`src/rtl/dm_arbiter_pkg.sv`:
```
// Shared definitions for the data-memory path: DMType codes, arbiter FSM states
// and the request record latched at acceptance.
package dm_arbiter_pkg;

    localparam int ADDR_W = 6;
    localparam int DATA_W = 32;

    typedef enum logic [2:0] {
        dm_word              = 3'b000,
        dm_halfword          = 3'b001,
        dm_halfword_unsigned = 3'b010,
        dm_byte              = 3'b011,
        dm_byte_unsigned     = 3'b100
    } dm_type_e;

    typedef enum logic [1:0] {
        st_idle  = 2'b00,
        st_issue = 2'b01,
        st_resp  = 2'b10
    } arb_state_e;

    typedef struct packed {
        logic              we;
        logic [ADDR_W-1:0] addr;
        logic [DATA_W-1:0] wdata;
        logic [2:0]        dm_type;
        logic              owner;
        logic              err;
    } arb_req_t;

endpackage

```
`src/rtl/rr_arb2.sv`:
```
// Two-requester round-robin arbiter. The pointer names the preferred port and
// moves to the port that lost (or did not compete) each time a grant is taken.
module rr_arb2 (
    input  logic       clk,
    input  logic       rst_n,
    input  logic [1:0] req,
    input  logic       advance,
    output logic [1:0] grant
);

    logic ptr_q, ptr_d;

    // NOTE: default assignment at the top of every always_comb keeps it latch-free.
    always_comb begin
        grant = 2'b00;
        unique case (req)
            2'b01:   grant = 2'b01;
            2'b10:   grant = 2'b10;
            2'b11:   grant = ptr_q ? 2'b10 : 2'b01;
            default: grant = 2'b00;
        endcase
    end

    always_comb begin
        ptr_d = ptr_q;
        if (advance && (|grant)) begin
            ptr_d = grant[0];
        end
    end

    // NOTE: flops use non-blocking assignment so every register samples pre-edge values.
    always_ff @(posedge clk or negedge rst_n) begin
        if (!rst_n) begin
            ptr_q <= 1'b0;
        end else begin
            ptr_q <= ptr_d;
        end
    end

endmodule

```
`src/rtl/dm_arbiter.sv`:
```
// Shares the single data-memory port between the CPU LSU (port 0) and a debug/DMA
// requester (port 1), one transaction at a time through IDLE -> ISSUE -> RESP.
module dm_arbiter
    import dm_arbiter_pkg::*;
#(
    parameter int NPORT = 2
) (
    input  logic              Clk_CPU,
    input  logic              rstn,
    input  logic              req0_valid,
    output logic              req0_ready,
    input  logic              req0_we,
    input  logic [ADDR_W-1:0] req0_addr,
    input  logic [DATA_W-1:0] req0_wdata,
    input  logic [2:0]        req0_type,
    output logic              resp0_valid,
    output logic [DATA_W-1:0] resp0_rdata,
    output logic              resp0_err,
    input  logic              req1_valid,
    output logic              req1_ready,
    input  logic              req1_we,
    input  logic [ADDR_W-1:0] req1_addr,
    input  logic [DATA_W-1:0] req1_wdata,
    input  logic [2:0]        req1_type,
    output logic              resp1_valid,
    output logic [DATA_W-1:0] resp1_rdata,
    output logic              resp1_err,
    output logic              dm_wr,
    output logic [ADDR_W-1:0] dm_addr,
    output logic [DATA_W-1:0] dm_din,
    output logic [2:0]        dm_type,
    input  logic [DATA_W-1:0] dm_dout
);

    arb_state_e        state_q, state_d;
    arb_req_t          req_q, req_d;
    logic [NPORT-1:0]  valid_vec, grant_vec;
    logic              handshake;
    logic              sel_we;
    logic [ADDR_W-1:0] sel_addr;
    logic [DATA_W-1:0] sel_wdata;
    logic [2:0]        sel_type;
    logic [DATA_W-1:0] load_data;

    // Reserved type codes and misaligned halfword/word accesses never reach dm.
    function automatic logic access_err(input logic [2:0] t, input logic [ADDR_W-1:0] a);
        logic err;
        case (t)
            dm_word:                           err = (a[1:0] != 2'b00);
            dm_halfword, dm_halfword_unsigned: err = a[0];
            dm_byte, dm_byte_unsigned:         err = 1'b0;
            default:                           err = 1'b1;
        endcase
        return err;
    endfunction

    assign valid_vec = {req1_valid, req0_valid};
    assign handshake = (state_q == st_idle) && (|grant_vec);

    assign sel_we    = grant_vec[1] ? req1_we    : req0_we;
    assign sel_addr  = grant_vec[1] ? req1_addr  : req0_addr;
    assign sel_wdata = grant_vec[1] ? req1_wdata : req0_wdata;
    assign sel_type  = grant_vec[1] ? req1_type  : req0_type;

    rr_arb2 u_rr_arb2 (
        .clk     (Clk_CPU),
        .rst_n   (rstn),
        .req     (valid_vec),
        .advance (handshake),
        .grant   (grant_vec)
    );

    always_ff @(posedge Clk_CPU or negedge rstn) begin
        if (!rstn) begin
            state_q <= st_idle;
            req_q   <= '{we: 1'b0, addr: '0, wdata: '0, dm_type: dm_word, owner: 1'b0, err: 1'b0};
        end else begin
            state_q <= state_d;
            req_q   <= req_d;
        end
    end

    always_comb begin
        state_d = state_q;
        req_d   = req_q;
        unique case (state_q)
            st_idle: begin
                if (handshake) begin
                    state_d = st_issue;
                    req_d   = '{we: sel_we, addr: sel_addr, wdata: sel_wdata, dm_type: sel_type,
                                owner: grant_vec[1], err: access_err(sel_type, sel_addr)};
                end
            end
            st_issue: state_d = st_resp;
            st_resp:  state_d = st_idle;
            default:  state_d = st_idle;
        endcase
    end

    // The dm address/data/type always come from the latched request so the read
    // mux in dm never sees a glitch; only the write strobe is gated by state.
    always_comb begin
        req0_ready  = (state_q == st_idle) && grant_vec[0];
        req1_ready  = (state_q == st_idle) && grant_vec[1];
        dm_wr       = (state_q == st_issue) && req_q.we && !req_q.err;
        dm_addr     = req_q.addr;
        dm_din      = req_q.wdata;
        dm_type     = req_q.dm_type;
        load_data   = (!req_q.we && !req_q.err) ? dm_dout : '0;
        resp0_valid = (state_q == st_resp) && !req_q.owner;
        resp1_valid = (state_q == st_resp) && req_q.owner;
        resp0_rdata = resp0_valid ? load_data : '0;
        resp1_rdata = resp1_valid ? load_data : '0;
        resp0_err   = resp0_valid && req_q.err;
        resp1_err   = resp1_valid && req_q.err;
    end

endmodule

```
`config.mk`:
```
export PLATFORM = sky130hd
export DESIGN_NAME = dm_arbiter
export DESIGN_NICKNAME = d
export VERILOG_FILES = /design/src/rtl/dm_arbiter_pkg.sv /design/src/rtl/rr_arb2.sv /design/src/rtl/dm_arbiter.sv
export SDC_FILE = /design/constraint.sdc
export NUM_CORES = 1
export LEC_CHECK = 0
export ABC_AREA = 1
export BUFFER_PORTS_ARGS = -buffer_cell sky130_fd_sc_hd__buf_2
export CORE_AREA = 2 2 90 92
export DETAILED_ROUTE_END_ITERATION = 7
export DIE_AREA = 0 0 92 94
export GPL_TIMING_DRIVEN = 1
export HOLD_SLACK_MARGIN = 0.12
export PLACE_DENSITY = 0.95
export REMOVE_ABC_BUFFERS = 1
export SLEW_MARGIN = 20
export SYNTH_ARGS = -nofsm -noshare
export SYNTH_HDL_FRONTEND = slang
export SYNTH_SLANG_ARGS = --single-unit
```
`constraint.sdc`:
```
create_clock -name Clk_CPU -period 2.2 [get_ports Clk_CPU]
set_input_delay 0.44 -clock Clk_CPU [delete_from_list [all_inputs] [get_ports Clk_CPU]]
set_output_delay 0.44 -clock Clk_CPU [all_outputs]
set_load 0.05 [all_outputs]
```
Word-level counts from Yosys, hierarchy flattened:

Cells that the tools add are included.
W data, S select, Z words.

* add/sub/neg operators: 0
* multipliers: 0
* div/mod/pow operators: 0
* magnitude comparators: 0
* equality and inequality tests: 10
* shift operators: 0
* multiplexer cells: 12
* bitwise operators: 0
* reductions and logical operators: 21

Operator list (count)
* $mux W32: 4
* $logic_and A1 B1 Y1: 11
* $eq A2 B2 Y1 const B: 3
* $eq A3 B2 Y1 const B: 2
* $mux W6: 1
* $pmux W2 S3: 1
* $reduce_or A2 Y1: 3
* $eq A2 B1 Y1 const B: 2
* $mux W2: 2
* $pmux W2 S2: 1
* $eq A3 B1 Y1 const B: 1
* $eq A3 B3 Y1 const B: 1
* $logic_not A1 Y1: 3
* $logic_not A3 Y1: 1
* $mux W3: 1
* $pmux W1 S3: 1
* $logic_not A2 Y1: 1
* $ne A2 B1 Y1 const B: 1
* $reduce_and A2 Y1: 1
* $reduce_bool A2 Y1: 1
* $mux W1: 1

* register bits: 47
* bits in latches: 0
* bits in writable memories: 0
* bits in read-only memories: 0
* bits of input ports: 120
* output and inout port bits: 112
* logic and storage cells: 51
* memories kept: 0

Depth between registers and ports, before layout:

* depth in word-level cells: 6
* gate-level depth with buffers: 9
* mapped depth without buffers: 9

Cells and area by module:

A second synthesis with hierarchy kept.

* cells, all modules: 429
* area total of the unflattened synthesis: 3208.1 um^2

Modules (own cells, without submodules)
* dm_arbiter: times used 1, cells each 421, area each 3148.0 um^2, sequential area each 1151.1 um^2
* rr_arb2: times used 1, cells each 8, area each 60.1 um^2, sequential area each 25.0 um^2

Least setup slack after synthesis:

Ideal clock, no wire load.

* path kind: flip-flop to output port
* start point: register state_q[0]
* end point: output port resp0_rdata[22]
* arrival: 2.649 ns
* data required time: 1.760 ns
* path slack: -0.889 ns
* cell stages (with the launch flop): 5
* buffers on the path: 1
* path through: dfrtp_1 nor3_2 inv_1 buf_1 nor3_1

* cells in the longest elaborated chain, start to end: 3

RTL lines
* start: declaration: RTL line dm_arbiter.sv:35 `arb_state_e state_q, state_d;`
* start signal: assignment: RTL line dm_arbiter.sv:75 `state_q <= st_idle;`
* start signal: assignment: RTL line dm_arbiter.sv:78 `state_q <= state_d;`
* $eq A2 B2 Y1: RTL line dm_arbiter.sv:110 `resp0_valid = (state_q == st_resp) && !req_q.owner;`
* $logic_and A1 B1 Y1: RTL line dm_arbiter.sv:110
* net resp0_valid: RTL line dm_arbiter.sv:16 `output logic resp0_valid,`
* $mux W32: RTL line dm_arbiter.sv:112 `resp0_rdata = resp0_valid ? load_data : '0;`
* end: declaration: RTL line dm_arbiter.sv:17 `output logic [DATA_W-1:0] resp0_rdata,`

The timed path passes the listed nets, and every way through them passes these cells.

Worst setup path after layout:

* start point: register state_q[0]
* end point: output port resp0_rdata[6]

* cells in the longest elaborated chain, start to end: 3

RTL lines (RTL line)
* $eq A2 B2 Y1: dm_arbiter.sv:110
* $logic_and A1 B1 Y1: dm_arbiter.sv:110
* $mux W32: dm_arbiter.sv:112

No other way between the ends.

==> impl_metrics.toml <==
[status]
status = "finished, violations left"
violations = "negative setup slack"

[routing]
via_per_inst = 5.19
antenna_left = 0
post-route-drc-count = 0
drt_pass1_iterations = 4
dr_total_vias = 3677
detail_route.wl_per_cell_um = 16.2
route.final.wire_length_um = 11500
drt_iter0_markers = 152

[floorplanning]
num_io_pins = 232
die_x_um = 92
die_y_um = 94
die-area_um2 = 8650
fp.coreArea_um2 = 7610
initial_utilization_pct = 45.6
rows = 32

[finish]
layout-drive-gt1-share_pct = 57.1
diodes = 0
fillers = 664
syn_to_final_growth_pct = 33.7
nets = 725

[critical_path]
rr_startpoint = "u_rr_arb2.ptr_q"
worst_ep_required_time_ns = 1.76
cp-end-kind = "output port"
rr_endpoint = "dm_type[2]"
crit_fanout = 33
critPathLaunchType = "register"
r2r_slack_ns = 0.52
worstPathArrival_ns = 1.77
worstSetupPathType = "reg -> out"
r2r_cells = 8

[synth]
yosys.area.top_type = "dfrtp_1"
syn_area_per_cell_um2 = 8.06
ys.flop_type = "dfrtp_1"
ys_seq_elements = 47
yosysWarningCount = 0
synth_common_cells = "nor3_1 (64), dfrtp_1 (47), inv_1 (45)"
async_flop_share_pct = 100
yosysTopAreaCellShare_pct = 33.9
ys_types = 28
ys_seq_area_share_pct = 33.9
synth_edf_count = 0
synth_cells = 430
synth_area_um2 = 3470
synth_area_leaders = "dfrtp_1 (34%), a21oi_2 (9.6%), nor3_1 (9.2%)"
yosysMostFrequentCell = "nor3_1"

[hold_path]
min_path_type = "in -> async"

[timing]
max_freq_mhz = 452
relSlewSlack_pct = 54.7
finalHoldViolations = 0
min_period_ns = 2.21
worstMarginPinSlew_ns = 0.679
whs_ns = 0.176
timing.final.crit_share_pct = 101
fin_ws_ns = -0.0138
drv_slew = 0
setup_viol = 2
rsz0062_at_grt = "yes"
finalClockSkew_ns = 0.0153

[power]
p_int_uw = 2760
comb_power_share_pct = 67.8
switching_share_pct = 59.0
vdd_drop_max_mv = 0.843
power_density_nw_per_um2 = 1450
power.share.sequential_pct = 24.2
p_leak_uw = 0.00233
pwr-share-clk_pct = 8.1
power_switching_uw = 3970

[place]
gp_congestion = 0.841
pre_cts_slack_ns = 0.163
io_buffers = 231
dpl.hpwl_um = 8600

[global_route]
antenna_found_initial = 0
grt_max_degree = 65
overflow = 0
grt.total_usage_pct = 25.5
grt_first_pass_wirelength_um = 17300
grt_pass1_vias = 3606

[cts]
cts_tree = "yes"
numCtsBuffers = 5
cts_buffer_depth = 2
clkSinkCount = 47
insertion_delay_ns = 0.29
root_buffer = "clkbuf_8"
htreeDepth = 2
clk_pin_slew_ns = 0.09

[run]
max_cap_viol_count = 0
metal layers:
layer	GRT usage (%)	wire, um	up-vias
li1	-	-	1727
met3	6.42	1050	30
met1	27.9	4040	1707
met2	45.7	5980	213
met5	0	0	-
met4	13.4	402	0
through the flow:
| stage | power, uW | setup TNS (ns) | util, % | instance area [um2] | cells |
|---|---|---|---|---|---|
| finish | 6730 | -0.0164 | 61.0 | 4640 | 708 |
| global route | 7160 | -2.99 | 61.0 | 4640 | 708 |
| CTS | 6720 | 0 | 59.4 | 4520 | 707 |
| detailed placement | 6130 | 0 | 57.4 | 4370 | 698 |
| global placement | 6000 | 0 | 57.4 | 4370 | 698 |
| floorplan | 4920 | -73.33 | - | 2920 | 356 |
power groups by stage:
stage | sequential [uW] | combinational, uW | clock (uW)
floorplan | 2940 | 1980 | 0
global placement | 1610 | 4390 | 0
detailed placement | 1630 | 4500 | 0
CTS | 1620 | 4530 | 567
global route | 1690 | 4860 | 609
finish | 1630 | 4560 | 544
area by class of cell:
cell class / instances / area, um2 / share of cell area, %
clock inverters: 1 / 8.76 / 0.189
well taps: 102 / 128 / 2.75
multi-input cells: 260 / 1580 / 34.1
clock buffers: 7 / 86.3 / 1.86
inverters: 49 / 194 / 4.18
repair buffers: 242 / 1470 / 31.6
flip-flops and latches: 47 / 1180 / 25.4
how the worst max path moves through the flow:
stage                          start              end  slack (ns)  depth (start not counted)
after floorplan           state_q[1]   resp1_rdata[0]       -1.12                          4
final                     state_q[0]   resp0_rdata[6]       -0.01                          5
after global routing      state_q[0]   resp0_rdata[5]       -0.12                          5
after global placement    state_q[1]  resp1_rdata[22]        0.30                          6
after detailed placement  state_q[1]  resp1_rdata[16]        0.16                          6
after CTS                   req_q[0]   resp0_rdata[3]      0.0002                          5
flip-flops by register name (all words and copies together) (netlist names):
register	flops
dm_type	3
dm_din	32
u_rr_arb2.ptr_q	1
dm_addr	6
req_q	3
state_q	2
worst max-delay path: stages, from the launching register on:
cell and delay (ns):
dfrtp_1 0.45, nor3_2 0.23, inv_1 0.07, buf_4 0.23
nor3_1 0.25, buf_4 0.26
layout by cell type, fill, tap and decap left out, drive strengths merged:
cell type / count
a21oi: 76
a22oi: 1
a31oi: 2
buf: 233
clkbuf: 16
clkinv: 1
dfrtp: 47
inv: 49
nand2: 19
nand3: 42
nor2: 47
nor3: 66
nor4: 1
o21ai: 5
o22ai: 1
cell families (layout without fill, tap and decap cells):
family                 after synthesis  count (layout)  share of synthesized area, %
AOI/OAI and AO/OA                   85              85                          16.9
buffers and inverters              123             299                          21.5
DFF                                 47              47                          33.9
and+or+nand+nor                    175             175                          27.6
timing repair:
item,CTS,global route
setup endpoints to repair,25,65
setup buffers,1,1
pin swaps,0,0
hold buffers,0,0
resized for setup,17,68
(Power assumes the default switching activity.)
